<file path="config.mk">
export PLATFORM = sky130hd
export DESIGN_NAME = ssd_scan
export DESIGN_NICKNAME = d
export VERILOG_FILES = /design/src/rtl/ssd_pkg.sv /design/src/rtl/ssd_lz_mask.sv /design/src/rtl/ssd_scan.sv
export SDC_FILE = /design/constraint.sdc
export NUM_CORES = 1
export LEC_CHECK = 0
export CORE_ASPECT_RATIO = 2
export CORE_UTILIZATION = 40
export DETAILED_ROUTE_END_ITERATION = 7
export SLEW_MARGIN = 25
export SYNTH_ARGS = -nofsm -noshare
export SYNTH_HDL_FRONTEND = slang
export SYNTH_SLANG_ARGS = --single-unit
export TNS_END_PERCENT = 30
</file>
<file path="constraint.sdc">
create_clock -name clk -period 1.85 [get_ports clk]
set_input_delay 0.2775 -clock clk [delete_from_list [all_inputs] [get_ports clk]]
set_output_delay 0.2775 -clock clk [all_outputs]
set_load 0.05 [all_outputs]
</file>
<file path="src/rtl/ssd_pkg.sv">
// Shared constants for the seven-segment scan driver: hex glyph table and lookup.
package ssd_pkg;

    // Segment order {a,b,c,d,e,f,g}, bit 6 = a, active high.
    localparam logic [6:0] SSD_HEX [16] = '{
        7'h7E, 7'h30, 7'h6D, 7'h79, 7'h33, 7'h5B, 7'h5F, 7'h70,
        7'h7F, 7'h73, 7'h77, 7'h1F, 7'h4E, 7'h3D, 7'h4F, 7'h47
    };

    function automatic logic [6:0] seg7(input logic [3:0] nib);
        return SSD_HEX[nib];
    endfunction

endpackage

</file>
<file path="src/rtl/ssd_lz_mask.sv">
// Leading-zero blank mask: bit i set when nibbles DIGITS-1..i are all zero (digit 0 never blanks).
module ssd_lz_mask #(
    parameter int DIGITS = 4
) (
    input  logic [4*DIGITS-1:0] nib_i,
    output logic [DIGITS-1:0]   mask_o
);

    logic all_zero;

    always_comb begin
        all_zero = 1'b1;
        mask_o   = '0;
        for (int i = DIGITS - 1; i >= 1; i--) begin
            all_zero  = all_zero & (nib_i[4*i +: 4] == 4'h0);
            mask_o[i] = all_zero;
        end
    end

endmodule

</file>
<file path="src/rtl/ssd_scan.sv">
// N-digit multiplexed seven-segment driver with frame-coherent shadows,
// leading-zero blanking, PWM brightness and a one-cycle anti-ghosting guard per slot.
module ssd_scan
    import ssd_pkg::*;
#(
    parameter int DIGITS        = 4,
    parameter int SCAN_W        = 10,
    parameter int BRIGHT_W      = 3,
    parameter bit AN_ACTIVE_LOW = 1'b0
) (
    input  logic                  clk,
    input  logic                  resetn,
    input  logic [4*DIGITS-1:0]   value,
    input  logic [DIGITS-1:0]     dp_in,
    input  logic                  blank_lz,
    input  logic [BRIGHT_W:0]     brightness,
    output logic [6:0]            seg,
    output logic                  dp,
    output logic [DIGITS-1:0]     an,
    output logic                  frame_start
);

    localparam int DW = (DIGITS > 1) ? $clog2(DIGITS) : 1;
    localparam logic [DIGITS-1:0] AN_IDLE = AN_ACTIVE_LOW ? '1 : '0;

    logic [SCAN_W-1:0]   slot_cnt_q;
    logic [DW-1:0]       dig_idx_q;
    logic                init_q;
    logic [4*DIGITS-1:0] value_q;
    logic [DIGITS-1:0]   dp_q;
    logic                blank_q;
    logic [BRIGHT_W:0]   bright_q;

    logic [6:0]          seg_q, seg_d;
    logic                dp_o_q, dp_d;
    logic [DIGITS-1:0]   an_q, an_d;
    logic                fs_q, fs_d;

    logic                slot_last, dig_last, frame_load;
    logic [DIGITS-1:0]   lz_mask;
    logic [3:0]          nib;
    logic                pwm_on;

    ssd_lz_mask #(.DIGITS(DIGITS)) u_lz (
        .nib_i  (value_q),
        .mask_o (lz_mask)
    );

    assign slot_last  = &slot_cnt_q;
    assign dig_last   = (dig_idx_q == DW'(DIGITS - 1));
    // Shadows refresh on the edge entering digit 0 slot 0, or right after reset.
    assign frame_load = init_q | (slot_last & dig_last);

    always_comb begin
        nib    = value_q[4*int'(dig_idx_q) +: 4];
        seg_d  = (blank_q && lz_mask[dig_idx_q]) ? 7'h00 : seg7(nib);
        dp_d   = dp_q[dig_idx_q];
        pwm_on = ({1'b0, slot_cnt_q[SCAN_W-1 -: BRIGHT_W]} < bright_q);
        an_d   = '0;
        // Slot 0 is always dark so the previous digit's segments never ghost.
        if (pwm_on && (slot_cnt_q != '0))
            an_d[dig_idx_q] = 1'b1;
        if (AN_ACTIVE_LOW)
            an_d = ~an_d;
        fs_d   = (slot_cnt_q == '0) && (dig_idx_q == '0);
    end

    always_ff @(posedge clk or negedge resetn) begin
        if (!resetn) begin
            slot_cnt_q <= '0;
            dig_idx_q  <= '0;
            init_q     <= 1'b1;
            value_q    <= '0;
            dp_q       <= '0;
            blank_q    <= 1'b0;
            bright_q   <= '0;
            seg_q      <= '0;
            dp_o_q     <= 1'b0;
            an_q       <= AN_IDLE;
            fs_q       <= 1'b0;
        end else begin
            slot_cnt_q <= slot_cnt_q + 1'b1;
            if (slot_last)
                dig_idx_q <= dig_last ? '0 : dig_idx_q + 1'b1;
            init_q <= 1'b0;
            if (frame_load) begin
                value_q  <= value;
                dp_q     <= dp_in;
                blank_q  <= blank_lz;
                bright_q <= brightness;
            end
            seg_q  <= seg_d;
            dp_o_q <= dp_d;
            an_q   <= an_d;
            fs_q   <= fs_d;
        end
    end

    assign seg         = seg_q;
    assign dp          = dp_o_q;
    assign an          = an_q;
    assign frame_start = fs_q;

endmodule

</file>
# Word-level counts from Yosys, hierarchy flattened
# Memory sizes are Yosys's and may differ from the RTL's.
# Cells that the tools add are included.
classes:
  add_sub_neg: 2
  mul: 0
  div: 0
  magnitude_cmp: 4
  n_eq_ne: 1
  n_shift: 1
  mux: 11
  bitwise_logic: 5
  reduce_logical: 11
op_table:
  columns: ["op", "n"]
  rows:
  - ["$mux 7", 3]
  - ["$shiftx 16x5->4", 1]
  - ["$logic_not 4->1", 3]
  - ["$add 10x1->10 const B", 1]
  - ["$logic_not 10->1", 1]
  - ["$reduce_and 10->1", 1]
  - ["$reduce_bool 10->1", 1]
  - ["$ge 5x5->1 const B", 1]
  - ["$not 4->5", 1]
  - ["$bmux 1 s2", 2]
  - ["$logic_and 1x1->1", 4]
  - ["$lt 3x4->1", 1]
  - ["$mux 4", 1]
  - ["$and 1x1->1", 3]
  - ["$lt 2x3->1 const B", 1]
  - ["$mux 1", 3]
  - ["$add 2x1->2 const B", 1]
  - ["$demux 1 s2", 1]
  - ["$eq 2x2->1 const B", 1]
  - ["$ge 2x1->1 const B", 1]
  - ["$logic_not 2->1", 1]
  - ["$mux 2", 1]
  - ["$or 1x1->1", 1]
totals:
  register_bits: 51
  latch_bits: 0
  mem_bits_rw: 0
  rom_bits: 112
  output_inout_bits: 13
  memories: 1
memory_table:
  columns: ["name", "depth", "width", "rd", "rd_clocked_by_memory_dff", "wr", "line_no", "source"]
  rows:
  - ["(no name shown)", 16, 7, 1, 0, 0, "ssd_pkg.sv:11", "return SSD_HEX[nib];"]

# Longest topological paths before layout
depth:
  depth_word: 7
  mapped_depth: 8
  mapped_depth_nobuf: 7

# Hierarchy
# A second synthesis with hierarchy kept.
unflattened:
  hier_cells: 192
  hier_area_um2: 2456.1
modules_own_cells:
  columns: ["module", "n_inst", "cells_per_inst", "area_each_um2", "seq_area_each_um2"]
  rows:
  - ["ssd_scan", 1, 183, 2393.5, 1277.5]
  - ["ssd_lz_mask", 1, 9, 62.6, 0.0]

# Worst setup path after synthesis
# No wires, ideal clock.
synth_path:
  path_type: "reg-to-reg"
  from: "register dig_idx_q[0]"
  to: "register seg_q[3] (netlist: seg[3])"
  setup_time_ps: 127
  arrival_ps: 1874
  required_ps: 1723
  path_slack_ps: -151
  stages_incl_launch_ff: 8
  n_path_buf: 1
  path_cell_list: "dfrtp_1 > buf_6 > mux4_1 > inv_1 > ha_1 > a21oi_1 > o221ai_1 > nor2b_1"
synth_via:
  elab_chain_cells: 6
  elab_cells_between_ends: 9
  classes_between: "shift: 1; mux: 5; bitwise: 1; reduce/logical: 1; memory: 1"
synth_rtl:
  columns: ["item", "line_no", "source"]
  rows:
  - ["from (decl)", "ssd_scan.sv:27", "logic [DW-1:0] dig_idx_q;"]
  - ["from (signal assigned)", "ssd_scan.sv:84", "dig_idx_q <= dig_last ? '0 : dig_idx_q + 1'b1;"]
  - ["$shiftx 16x5->4", "ssd_scan.sv:55", "nib = value_q[4*int'(dig_idx_q) +: 4];"]
  - ["$not 4->5 (not written as such)", "ssd_pkg.sv:11", null]
  - ["$mem_v2 16x7", null, null]
  - ["$mux 7 (not written as such) (2 in a row)", "ssd_pkg.sv:11", null]
  - ["$mux 7 (*)", "ssd_scan.sv:56", "seg_d = (blank_q && lz_mask[dig_idx_q]) ? 7'h00 : seg7(nib);"]
  - ["via seg_d[3]", "ssd_scan.sv:34", "logic [6:0] seg_q, seg_d;"]
  - ["to (signal assigned)", "ssd_scan.sv:92", "seg_q <= seg_d;"]
  - ["to (decl)", "ssd_scan.sv:34", null]
# The timed path passes the listed nets; every way through them passes the cells marked *. The select of a mux whose other input is x is not followed.
# A chain may end at the register's enable or synchronous reset.

# Final worst setup path
layout_path:
  from: "register dig_idx_q[0]"
  to: "register seg_q[6] (netlist: seg[6])"
# Same word-level chain as after synthesis.

==> impl_metrics.env <==
export IMPL_grt_pass1_wl_um=8640
export IMPL_setup_violations_final=0
export IMPL_grt_usage_pct=17.5
export IMPL_critPathLaunchType="flip-flop"
export IMPL_cts_tree="done"
export IMPL_ys_warnings_count=0
export IMPL_final_common_cell="dfrtp_1"
export IMPL_cts_max_level=2
export IMPL_dp_worst_setup_slack_ns=-0.0448
export IMPL_place_hpwl_um=3910
export IMPL_yosysSeqAreaShare_pct=51.1
export IMPL_path_clk_slew_ns=0.07
export IMPL_io_buffers=39
export IMPL_irDropWorstVdd_mv=0.534
export IMPL_wl_per_cell_um=15.9
export IMPL_violations="DRC"
export IMPL_antenna_diode_count=0
export IMPL_numCtsBuffers=5
export IMPL_synth_area_mm2=0.00250
export IMPL_p_leak_nw=1.47
export IMPL_viasPerCell=5.15
export IMPL_synth_cell_types=40
export IMPL_synth_nets=227
export IMPL_areaGrowthSynthToFinish_pct=33.0
export IMPL_worstPathCellList="buf_4 -> mux4_2 -> and2_2 -> nor2_1 -> o221a_1 -> nor2_2"
export IMPL_numClockSinks=51
export IMPL_detail_route_antenna_nets=0
export IMPL_power_density_mw_per_mm2=866
export IMPL_synth_edff_count=0
export IMPL_instances_no_fill=312
export IMPL_clock_latency_ns=0.29
export IMPL_rsz0062_at_grt="yes"
export IMPL_cp_required_ns=2.02
export IMPL_cpMaxStageDelayCell="mux4_2"
export IMPL_pwr_share_seq_pct=43.5
export IMPL_criticalPathCategory="flip-flop to flip-flop"
export IMPL_dieArea_mm2=0.00659
export IMPL_grt_pass1_vias=1857
export IMPL_grt_remaining_overflow=0
export IMPL_crit_fanout=6
export IMPL_synthCells=187
export IMPL_worst_path_buf_inv=1
export IMPL_drt_iter0_markers=32
export IMPL_maxCapViolations=0
export IMPL_layout_common_cells="dfrtp_1, clkdlybuf4s50_1, mux2_4, buf_4, inv_1"
export IMPL_dp_cells=302
export IMPL_ys_async_sr_fraction_pct=100
export IMPL_max_freq_ghz=0.542
export IMPL_maxSlewViolCount=0
export IMPL_ios=40
export IMPL_cp_slowest_stage_delay_ns=0.55
export IMPL_first_pass_iters=8
export IMPL_syn_avg_cell_area_um2=13.4
export IMPL_num_vias=1608
export IMPL_cts_path_max_buffers=2
export IMPL_clock_root_buffer="clkbuf_16"
export IMPL_wl_um=4970
export IMPL_core_mm2=0.00601
export IMPL_drive_above_1_share_pct=31.7
export IMPL_rows=40
export IMPL_internal_power_w=0.00215
export IMPL_grt_antenna_before_repair=0
export IMPL_skew_ns=0.00727
export IMPL_timing_final_crit_share_pct=99.7
export IMPL_globalplace_congestion=0.901
export IMPL_period_needed_ns=1.85
export IMPL_start_util_pct=41.6
export IMPL_final_nets=288
export IMPL_die_height_um=114
export IMPL_pwr_share_comb_pct=20.8
export IMPL_path_delay_family="multiplexers"
export IMPL_die_w_um=57.9
export IMPL_hp_class="primary input to asynchronous set/reset pin"
export IMPL_setup_ws_ns=0.00485
export IMPL_crit_path_end_kind="flip-flop"
export IMPL_drcViolationCount=3
export IMPL_grt_max_degree=37
export IMPL_dominantRegCellSynth="dfrtp_1"
export IMPL_arrival_ns=2.01
export IMPL_switching_share_pct=25.5
export IMPL_synth_seq_cells=51
export IMPL_hold_violations=0
export IMPL_switchingPower_w=0.000735
export IMPL_outcome="finished, violations left"
export IMPL_clkPwrFrac_pct=35.7
-- cells by family after synthesis --
family                   after synthesis  share of synthesized area [%]
AND/OR/NAND/NOR                       41                           8.61
XOR/XNOR                               8                           2.80
AO/OA/AOI/OAI                         18                           5.16
multiplexers                          35                           21.1
flip-flops                            51                           51.1
other                                  1                          0.150
adder cells (fa/ha/maj)               13                           6.51
buffers and inverters                 20                           4.51
-- synth_stat cells (all sizes together), types with 2 or more instances --
| library cell | n | area [µm²] |
|---|---|---|
| nand2 | 7 | 28.8 |
| inv | 13 | 48.8 |
| nand3 | 8 | 45.0 |
| mux4 | 5 | 120 |
| o21ai | 6 | 30.0 |
| nor2 | 12 | 52.6 |
| a221oi | 2 | 17.5 |
| dfrtp | 50 | 1250 |
| ha | 13 | 163 |
| mux2 | 26 | 368 |
| xor2 | 3 | 26.3 |
| and3 | 3 | 18.8 |
| nor4 | 4 | 25.0 |
| xnor2 | 5 | 43.8 |
| buf | 6 | 60.1 |
| a21oi | 4 | 31.3 |
| nor3 | 2 | 10.0 |
| mux2i | 4 | 40.0 |
-- final timing paths --
path                         startpoint          end  slack [ns]  cells after the start
max                        dig_idx_q[0]       seg[6]       0.005                      6
min                              resetn           dp        0.45                      2
max reg2reg                dig_idx_q[0]       seg[6]       0.005                      6
min reg2reg                 bright_q[1]  bright_q[1]        0.51                      1
max in group asynchronous        resetn       init_q        0.84                      3
min in group clk            bright_q[1]  bright_q[1]        0.51                      1
-- routing by layer --
| metal | GRT usage (%) | routed length [µm] |
|---|---|---|
| met4 | 6.03 | 78 |
| met3 | 3.29 | 84 |
| met5 | 0 | 0 |
| met2 | 34.3 | 3010 |
| met1 | 17.5 | 1790 |
-- flip-flops by register name (all words and copies together) (netlist names) --
signal	count
frame_start	1
bright_q	4
dp	1
init_q	1
value_q	16
blank_q	1
slot_cnt_q	10
seg	7
dp_q	4
an	4
dig_idx_q	2
-- power groups by stage --
stage          combinational [W]  sequential, W  clock (W)
2_1_floorplan           0.000242        0.00137          0
3_3_place_gp            0.000569        0.00127          0
3_5_place_dp            0.000578        0.00127          0
4_1_cts                 0.000584        0.00125    0.00104
5_1_grt                 0.000646        0.00126    0.00109
6_report                0.000599        0.00125    0.00103
-- repair_timing --
| action | in CTS | in global routing |
|---|---|---|
| cloned | 0 | 0 |
| setup buffers | 1 | 0 |
| endpoints found under the setup margin | 5 | 15 |
| endpoints found under the hold margin | 15 | 0 |
| pin swaps | 1 | 0 |
| resized for setup | 1 | 7 |
| hold buffers | 1 | 0 |
-- layout make-up --
cell class / count / area (µm²)
fillers: 530 / 2680
flip-flops and latches: 51 / 1280
multi-input cells: 116 / 1170
repair buffers: 61 / 578
clock buffers: 6 / 129
well taps: 63 / 78.8
inverters: 13 / 51.3
clock inverters: 2 / 37.5
-- through the flow --
step	hold slack, ns	TNS, ns	utilization, %	cell area (µm²)	power, W
after floorplan	-0.0181	-0.0365	-	2530	0.00161
after global placement	0.226	-0.0225	51.7	3100	0.00184
after detailed placement	0.222	-0.135	51.7	3100	0.00185
after CTS	0.461	0	54.8	3290	0.00288
after global routing	0.495	-0.348	55.4	3320	0.00300
final	0.446	0	55.4	3320	0.00288
Power figures use the tool's default switching activity.
